## src/rtl/jpeg_bitstream_unstuffer_if.sv

```systemverilog
// Byte handshake between the entropy-coded byte source and the unstuffer.
// The source drives byte_in/byte_valid; the unstuffer answers with byte_ready.
// A byte transfers on a rising edge where byte_valid and byte_ready are both high.
interface jpeg_bitstream_unstuffer_if;
  logic [7:0] byte_in;
  logic       byte_valid;
  logic       byte_ready;

  modport master (output byte_in, output byte_valid, input byte_ready);
  modport slave  (input byte_in, input byte_valid, output byte_ready);
endinterface

```

## src/rtl/jpeg_bitstream_unstuffer.sv

```systemverilog
// JPEG entropy-coded segment unstuffer.
// Removes 0xFF00 stuffing, reports RSTn / EOI / illegal markers as one-cycle
// pulses, and serialises data bytes one bit at a time for the Huffman decoder.
// Each data byte costs one LOAD bubble, so peak throughput is 8 bits per 9 cycles.
module jpeg_bitstream_unstuffer #(
  parameter bit MSB_FIRST = 1'b1
) (
  input  logic                             clk,
  input  logic                             rst,
  jpeg_bitstream_unstuffer_if.slave        byte_if,
  input  logic                             bit_ready,
  input  logic                             flush,
  output logic                             next_bit,
  output logic                             is_new,
  output logic [3:0]                       bits_left,
  output logic                             rst_marker,
  output logic                             eoi,
  output logic                             marker_err,
  output logic [7:0]                       marker_code
);

  typedef enum logic [1:0] {
    LOAD    = 2'd0,
    FF_WAIT = 2'd1,
    SHIFT   = 2'd2,
    HALT    = 2'd3
  } state_e;

  state_e     state_q, state_d;
  logic [7:0] shift_q, shift_d;
  logic [3:0] bits_left_q, bits_left_d;
  logic       rst_marker_q, rst_marker_d;
  logic       eoi_q, eoi_d;
  logic       marker_err_q, marker_err_d;
  logic [7:0] marker_code_q, marker_code_d;

  logic byte_ready_w;
  logic xfer;
  logic take;

  // Handshake and bit-consume strobes; flush blocks both so nothing is lost mid-realign.
  always_comb begin
    byte_ready_w = ((state_q == LOAD) || (state_q == FF_WAIT)) && !flush;
    xfer         = byte_ready_w && byte_if.byte_valid;
    take         = (state_q == SHIFT) && bit_ready && !flush;
  end

  assign byte_if.byte_ready = byte_ready_w;
  assign is_new             = take;
  assign next_bit           = MSB_FIRST ? shift_q[7] : shift_q[0];
  assign bits_left          = bits_left_q;
  assign rst_marker         = rst_marker_q;
  assign eoi                = eoi_q;
  assign marker_err         = marker_err_q;
  assign marker_code        = marker_code_q;

  // Next-state logic: byte classification, stuffing removal and bit shifting.
  always_comb begin
    // NOTE: every signal gets a default here so no path leaves it unassigned;
    // a missing default would silently infer a latch.
    state_d       = state_q;
    shift_d       = shift_q;
    bits_left_d   = bits_left_q;
    rst_marker_d  = 1'b0;
    eoi_d         = 1'b0;
    marker_err_d  = 1'b0;
    marker_code_d = marker_code_q;

    if (flush) begin
      // Realign: drop the rest of the byte and any half-seen 0xFF.
      state_d     = LOAD;
      shift_d     = 8'h00;
      bits_left_d = 4'd0;
    end else begin
      case (state_q)
        LOAD: begin
          if (xfer) begin
            if (byte_if.byte_in == 8'hFF) begin
              state_d = FF_WAIT;
            end else begin
              shift_d     = byte_if.byte_in;
              bits_left_d = 4'd8;
              state_d     = SHIFT;
            end
          end
        end
        FF_WAIT: begin
          if (xfer) begin
            if (byte_if.byte_in == 8'h00) begin
              // Stuffed zero: the preceding 0xFF was data.
              shift_d     = 8'hFF;
              bits_left_d = 4'd8;
              state_d     = SHIFT;
            end else if (byte_if.byte_in[7:3] == 5'b11010) begin
              rst_marker_d  = 1'b1;
              marker_code_d = byte_if.byte_in;
              state_d       = LOAD;
            end else if (byte_if.byte_in == 8'hD9) begin
              eoi_d         = 1'b1;
              marker_code_d = byte_if.byte_in;
              state_d       = HALT;
            end else if (byte_if.byte_in == 8'hFF) begin
              // Fill byte: still waiting for the marker code.
              state_d = FF_WAIT;
            end else begin
              marker_err_d  = 1'b1;
              marker_code_d = byte_if.byte_in;
              state_d       = HALT;
            end
          end
        end
        SHIFT: begin
          if (take) begin
            shift_d     = MSB_FIRST ? {shift_q[6:0], 1'b0} : {1'b0, shift_q[7:1]};
            bits_left_d = bits_left_q - 4'd1;
            if (bits_left_q == 4'd1) begin
              state_d = LOAD;
            end
          end
        end
        default: begin
          // HALT: wait for flush or reset.
          state_d = HALT;
        end
      endcase
    end
  end

  // State and registered outputs, synchronous reset.
  always_ff @(posedge clk) begin
    // NOTE: sequential state uses non-blocking assignments so every flop
    // samples the pre-edge values, independent of statement order.
    if (rst) begin
      state_q       <= LOAD;
      shift_q       <= 8'h00;
      bits_left_q   <= 4'd0;
      rst_marker_q  <= 1'b0;
      eoi_q         <= 1'b0;
      marker_err_q  <= 1'b0;
      marker_code_q <= 8'h00;
    end else begin
      state_q       <= state_d;
      shift_q       <= shift_d;
      bits_left_q   <= bits_left_d;
      rst_marker_q  <= rst_marker_d;
      eoi_q         <= eoi_d;
      marker_err_q  <= marker_err_d;
      marker_code_q <= marker_code_d;
    end
  end

endmodule
```

## src/flat_wrapper.sv

```systemverilog
// flat-port wrapper written by rule: the top's interface ports become plain ports
module jpeg_bitstream_unstuffer_flat 
#(
  parameter bit MSB_FIRST = 1'b1
)
  (clk, rst, bit_ready, flush, next_bit, is_new, bits_left, rst_marker, eoi, marker_err, marker_code, byte_if_byte_in, byte_if_byte_valid, byte_if_byte_ready);
  jpeg_bitstream_unstuffer_if byte_if_i ();
  input  logic clk;
  input  logic rst;
  input  logic bit_ready;
  input  logic flush;
  output logic next_bit;
  output logic is_new;
  output logic [3:0] bits_left;
  output logic rst_marker;
  output logic eoi;
  output logic marker_err;
  output logic [7:0] marker_code;
  input wire logic [$bits(byte_if_i.byte_in)-1:0] byte_if_byte_in;
  input wire logic [$bits(byte_if_i.byte_valid)-1:0] byte_if_byte_valid;
  output wire logic [$bits(byte_if_i.byte_ready)-1:0] byte_if_byte_ready;
  assign byte_if_i.byte_in = byte_if_byte_in;
  assign byte_if_i.byte_valid = byte_if_byte_valid;
  assign byte_if_byte_ready = byte_if_i.byte_ready;
  jpeg_bitstream_unstuffer #(.MSB_FIRST(MSB_FIRST)) u_core (.clk(clk), .rst(rst), .byte_if(byte_if_i), .bit_ready(bit_ready), .flush(flush), .next_bit(next_bit), .is_new(is_new), .bits_left(bits_left), .rst_marker(rst_marker), .eoi(eoi), .marker_err(marker_err), .marker_code(marker_code));
endmodule
```

## config.mk

```make
export PLATFORM = sky130hd
export DESIGN_NAME = jpeg_bitstream_unstuffer_flat
export DESIGN_NICKNAME = d
export VERILOG_FILES = /design/src/rtl/jpeg_bitstream_unstuffer_if.sv /design/src/rtl/jpeg_bitstream_unstuffer.sv /design/src/flat_wrapper.sv
export SDC_FILE = /design/constraint.sdc
export NUM_CORES = 1
export LEC_CHECK = 0
export ABC_AREA = 1
export ABC_CLOCK_PERIOD_IN_PS = 3200
export BUFFER_PORTS_ARGS = -buffer_cell sky130_fd_sc_hd__buf_2
export CAP_MARGIN = 20
export CORE_ASPECT_RATIO = 1.75
export CORE_MARGIN = 2
export CORE_UTILIZATION = 55
export DETAILED_ROUTE_END_ITERATION = 8
export PLACE_DENSITY = 0.81
export SYNTH_ARGS = -nofsm -noshare
export SYNTH_HDL_FRONTEND = slang
export SYNTH_SLANG_ARGS = --single-unit
export TNS_END_PERCENT = 20
```

## constraint.sdc

```tcl
create_clock -name clk -period 3.2 [get_ports clk]
set_clock_uncertainty 0.15 [all_clocks]
set_input_delay 0 -clock clk [delete_from_list [all_inputs] [get_ports clk]]
set_output_delay 0 -clock clk [all_outputs]
set_load 0.02 [all_outputs]
```

* After elaboration in Yosys (flattened, before gate mapping)
Index checks and enable logic that the tools add are counted.
** Cells by class
- Add/subtract/negate cells :: 1
- Eq/ne operators :: 13
- Multiplexer cells :: 27
- Bitwise gates (word level) :: 4
- Reductions and logical operators :: 16
** Operator list (number)
- 2-to-1 mux 8 bit :: 7
- case mux 8 bit (3 select lines) :: 1
- 2-to-1 mux 4 bit :: 5
- 2-to-1 mux 2 bit :: 9
- equality test 8 bit, second input constant :: 2
- case mux 4 bit (3 select lines) :: 1
- logical NOT 8 bit :: 1
- != test 2 bit, second input constant :: 4
- OR reduction 7 bit :: 1
- case mux 2 bit (3 select lines) :: 1
- AND reduction 6 bit :: 1
- OR reduction 6 bit :: 1
- equality test 5 bit, second input constant :: 1
- AND reduction 5 bit :: 1
- OR reduction 5 bit :: 1
- equality test 4 x 1 -> 1 bit, second input constant :: 1
- logical AND 1 bit :: 4
- != test 2 x 1 -> 1 bit, second input constant :: 2
- NOT 1 bit :: 4
- AND reduction 4 bit :: 1
- subtractor 4 x 1 -> 4 bit, second input constant :: 1
- 2-to-1 mux 1 bit :: 3
- != test 3 bit, second input constant :: 1
- nonzero test 3 bit :: 1
- other kinds (6) :: 6
** Word-level totals
- Register bits :: 25
- Bits of input ports :: 13
- Output and inout bits :: 18
- Word-level logic and storage cells :: 68

* Logic depth before layout (Yosys ltp)
- Depth in word-level cells :: 7
- Depth in mapped cells :: 10
- Gate-level depth less buffers :: 9

* Worst setup path after synthesis
OpenSTA, ideal clock, no wires.
- Path type :: reg2reg
- Start :: reg u_core.state_q[1]
- End :: reg u_core.shift_q[1]
- Setup time :: 0.113 ns
- Arrival time :: 1.450 ns
- Data required time :: 2.937 ns
- Path slack :: 1.487 ns
- Cell stages (with the launch flop) :: 10
- Path buffers :: 1
- Cell sequence :: dfxtp_1 -> inv_1 -> ha_1 -> nor2_2 -> a21oi_2 -> nor2_4 -> nand3_2 -> buf_4 -> nor2_1 -> nor2_1
** On the way
- Longest elaborated chain between the ends :: 6
** Ends and longest elaborated chain
- start, declared :: line jpeg_bitstream_unstuffer.sv:29 : state_e state_q, state_d;
- start signal, assigned :: line jpeg_bitstream_unstuffer.sv:142 : state_q <= state_d;
- equality test 2 x 1 -> 1 bit or logical NOT 2 bit (tied branches) :: line jpeg_bitstream_unstuffer.sv:43, jpeg_bitstream_unstuffer.sv:75
- logical OR 1 bit :: line jpeg_bitstream_unstuffer.sv:43 : byte_ready_w = ((state_q == LOAD) || (state_q == FF_WAIT)) && !flush;
- logical AND 1 bit :: line jpeg_bitstream_unstuffer.sv:43
- logical AND 1 bit :: line jpeg_bitstream_unstuffer.sv:44 : xfer = byte_ready_w && byte_if.byte_valid;
- != test 2 x 1 -> 1 bit (no source line)
- AND reduction 6 bit (no source line)
- end signal, assigned :: line jpeg_bitstream_unstuffer.sv:143 : shift_q <= shift_d;
- end, declared :: line jpeg_bitstream_unstuffer.sv:30 : logic [7:0] shift_q, shift_d;
Several ways; a longest one is shown, not always the timed one.
A chain may end at the register's enable or synchronous reset.

* Worst setup path after layout
- Start :: reg u_core.state_q[1]
- End :: reg u_core.marker_code_q[0], in the netlist u_core.marker_code[0]
** On the way
- Longest elaborated chain between the ends :: 5
** Ends and longest elaborated chain
- equality test 2 x 1 -> 1 bit or logical NOT 2 bit (tied branches) :: line jpeg_bitstream_unstuffer.sv:43, jpeg_bitstream_unstuffer.sv:75
- logical OR 1 bit :: line jpeg_bitstream_unstuffer.sv:43
- logical AND 1 bit :: line jpeg_bitstream_unstuffer.sv:43
- logical AND 1 bit :: line jpeg_bitstream_unstuffer.sv:44
- AND reduction 5 bit (no source line) (*)
- end signal, assigned :: line jpeg_bitstream_unstuffer.sv:148 : marker_code_q <= marker_code_d;
- end, declared :: line jpeg_bitstream_unstuffer.sv:35 : logic [7:0] marker_code_q, marker_code_d;
Every way passes the cells marked *; elsewhere a longest branch is shown, timed or not.

==> metrics.csv <==
stage,metric,value,unit
cts,cts_resized,0,
timing,period_needed,2.44,ns
worst_setup_path,reg2reg_slack,0.76,ns
pwr,p_leak,0.892,nW
route,drc_errors,0,
layout,area_growth_syn_to_layout,25.3,%
pwr,internal_power,0.475,mW
route,drt_iter0_drc,32,
timing,period_share,76.3,%
layout,n_antenna_cell,0,
place,io_buffer_count,30,
pwr,comb_power_share,24.3,%
synthesis,synth.distinct_cells,28,
worst_setup_path,timing_worst_setup_path_type,reg -> reg,
cts,clock_latency,0.26,ns
cts,numCtsBuffers,3,
route,routedWlPerCell,12.5,µm
min_path,hold_depth,4,
cts,htree_levels,1,
die,die_h,71.5,µm
worst_setup_path,cp_data_arrival_time,2.45,ns
cts,clockBufferDepth,2,
die,die_w,42.6,µm
synthesis,ys_ff_latch,25,
layout,layout.nets,277,
layout,postLayoutCellArea,0.00180,mm²
pwr,p_total,0.689,mW
grt,grt_pass1_vias,1483,
cts,cts_sinks,25,
worst_setup_path,reg2reg_from,u_core.state_q[1],
worst_setup_path,crit_path_start_kind,flip-flop,
synthesis,synth-seq-area-share,34.9,%
pwr,swShare,31.0,%
place,gp_congestion,0.836,
place,dpl.hpwl,2380,µm
worst_setup_path,required,3.21,ns
route,postRouteAntennaNets,0,
route,first_pass_iters,4,
min_path,holdPathEnd,u_core.shift_q[1],
die,num_rows,24,
cts,cts_tree,yes,
grt,grt_overflow,0,
timing,fmax,410,MHz
pwr,peakVddDrop,307,µV
grt,grt_pass1_wl,6040,µm
cts,cts_root_buffer,clkbuf_8,
pwr,seqPwrFrac,47.9,%
timing,rsz0062_at_grt,false,
worst_setup_path,r2r-end,u_core.marker_code[0],
route,drt-total-wl,3540,µm
timing,setup_viol,0,
worst_setup_path,critPathCaptureType,flip-flop,
place,dp_slack,1.15,ns
die,die_area,0.00305,mm²
synthesis,synth.net_count,230,
grt,track_usage,25.7,%
die,ios,31,
timing,finalSetupTns,0,ns
synthesis,synth_warnings,0,
grt,grt_start_max_net_pins,21,
die,start_util,57.5,%
layout,drive_gt1_share,17.1,%
layout,fillCellCount,213,
worst_setup_path,r2r.worst_path.cells,9,
cts,clk_pin_slew,0.09,ns
min_path,hold_start,rst,
layout,final_util,72.1,%
place,place_area,0.00158,mm²
layout,layout.area.seq,500,µm²
cts,postCtsHoldBufs,17,
timing,finalWorstSetupSlack,0.760,ns
die,coreArea,0.00249,mm²
synthesis,syn-instance-count,211,
grt,antenna_found_initial,0,
outcome,outcome,"finished, final reports clean",
synthesis,syn_avg_cell_area,6.80,µm²
timing,slew_violations,0,
layout,layout_common_cells,"nand2_1, nor2_1, inv_1",
pwr,power_switching,0.214,mW
route,vias,1507,
cts,post_cts_buffers,0,
pwr,p_clk_share,27.8,%
flow_run,maxCapViolCount,0,
layout,multi_input_area,778,µm²
timing,hold_viol_final,0,
layout,final_common_cell,nand2_1,
pwr,power_density,384,mW/mm²
route,via_per_inst,5.33,
timing,worst_slew_pin_slew,0.728,ns
synthesis,synthesis.area,0.00143,mm²
worst_setup_path,cp_max_fo,9,
min_path,hp-class,in -> reg,
timing,slew_headroom,51.3,%
power by group through the flow:
stage	Sequential (mW)	Clock, mW	Combinational, mW
5_1_grt	0.332	0.205	0.187
6_report	0.330	0.191	0.168
3_3_place_gp	0.337	0	0.152
4_1_cts	0.330	0.190	0.166
2_1_floorplan	0.343	0	0.115
3_5_place_dp	0.337	0	0.153
synthesized netlist by cell type:
cell	n	area, µm²
nand3_1	8	40.0
nand3b_1	1	7.51
inv_1	32	120
nor2_4	2	22.5
nand3_2	1	10.0
nand2_2	1	6.26
nor3_1	11	55.1
a21oi_1	5	25.0
dfxtp_1	25	500
nor3_2	1	10.0
o21ai_0	10	50.1
o221ai_1	7	61.3
nand2_1	41	154
xnor2_1	1	8.76
nor2_2	3	18.8
nor3b_1	1	7.51
a21oi_2	1	8.76
ha_1	6	75.1
nand4_1	6	37.5
or2_2	1	6.26
buf_4	2	15.0
o21ai_4	1	16.3
buf_1	1	3.75
o21ai_1	1	5.00
buf_6	1	11.3
nor2_1	39	146
buf_2	1	5.00
o22ai_1	1	6.26
worst max-delay path by stage:
| stage | end | startpoint | cells past startpoint |
|---|---|---|---|
| 6_report | u_core.marker_code[0] | u_core.state_q[1] | 9 |
| 5_1_grt | u_core.marker_code[3] | u_core.state_q[1] | 9 |
| 4_1_cts | u_core.marker_code[7] | u_core.state_q[1] | 9 |
| 3_5_place_dp | u_core.shift_q[7] | u_core.state_q[1] | 9 |
| 3_3_place_gp | u_core.shift_q[4] | u_core.state_q[1] | 9 |
| 2_1_floorplan | u_core.shift_q[1] | u_core.state_q[1] | 9 |
final cells by class:
cell class	count	share of cell area [%]
tap	26	1.81
sequential	25	27.9
multi-input combinational	149	43.3
inverter	32	6.69
clock buffer	4	2.51
timing repair buffer	47	17.8
sequential cells by signal, summed over array words and instances (netlist names):
register and flops:
u_core.state_q 2, u_core.eoi 1, u_core.rst_marker 1, u_core.shift_q 8, u_core.marker_err 1, u_core.bits_left 4, u_core.marker_code 8
critical path: stages (launching register included):
cell and delay [ns]:
dfxtp_1 0.39, inv_1 0.08, ha_1 0.29, nor2_2 0.24, nor3_2 0.07, nand2_2 0.19
nor2_4 0.08, o21ai_0 0.21, nor2_1 0.06, dlygate4sd3_1 0.55
logic make-up after synthesis:
| group | count (synthesis) | synth area share (%) |
|---|---|---|
| simple gates | 116 | 36.4 |
| compound gates | 26 | 12.0 |
| buf+inv | 37 | 10.8 |
| fa+ha+maj | 6 | 5.24 |
| flops | 25 | 34.9 |
| xor+xnor | 1 | 0.611 |
per-stage QoR:
| step | hold slack, ns | instances |
|---|---|---|
| 3_3_place_gp | 0.143 | 262 |
| 5_1_grt | 0.0507 | 283 |
| 2_1_floorplan | -0.0702 | 211 |
| 3_5_place_dp | 0.152 | 262 |
| 6_report | 0.0112 | 283 |
| 4_1_cts | 0.0167 | 283 |
routing by layer:
metal / part of all wire [%] / track usage [%] / up-vias
li1: - / - / 767
met2: 54 / 48.9 / 42
met3: 3.1 / 2.77 / 18
met1: 38 / 24.8 / 680
met4: 5.0 / 17.0 / 0
met5: 0 / 0 / -
Power figures use the tool's default switching activity.
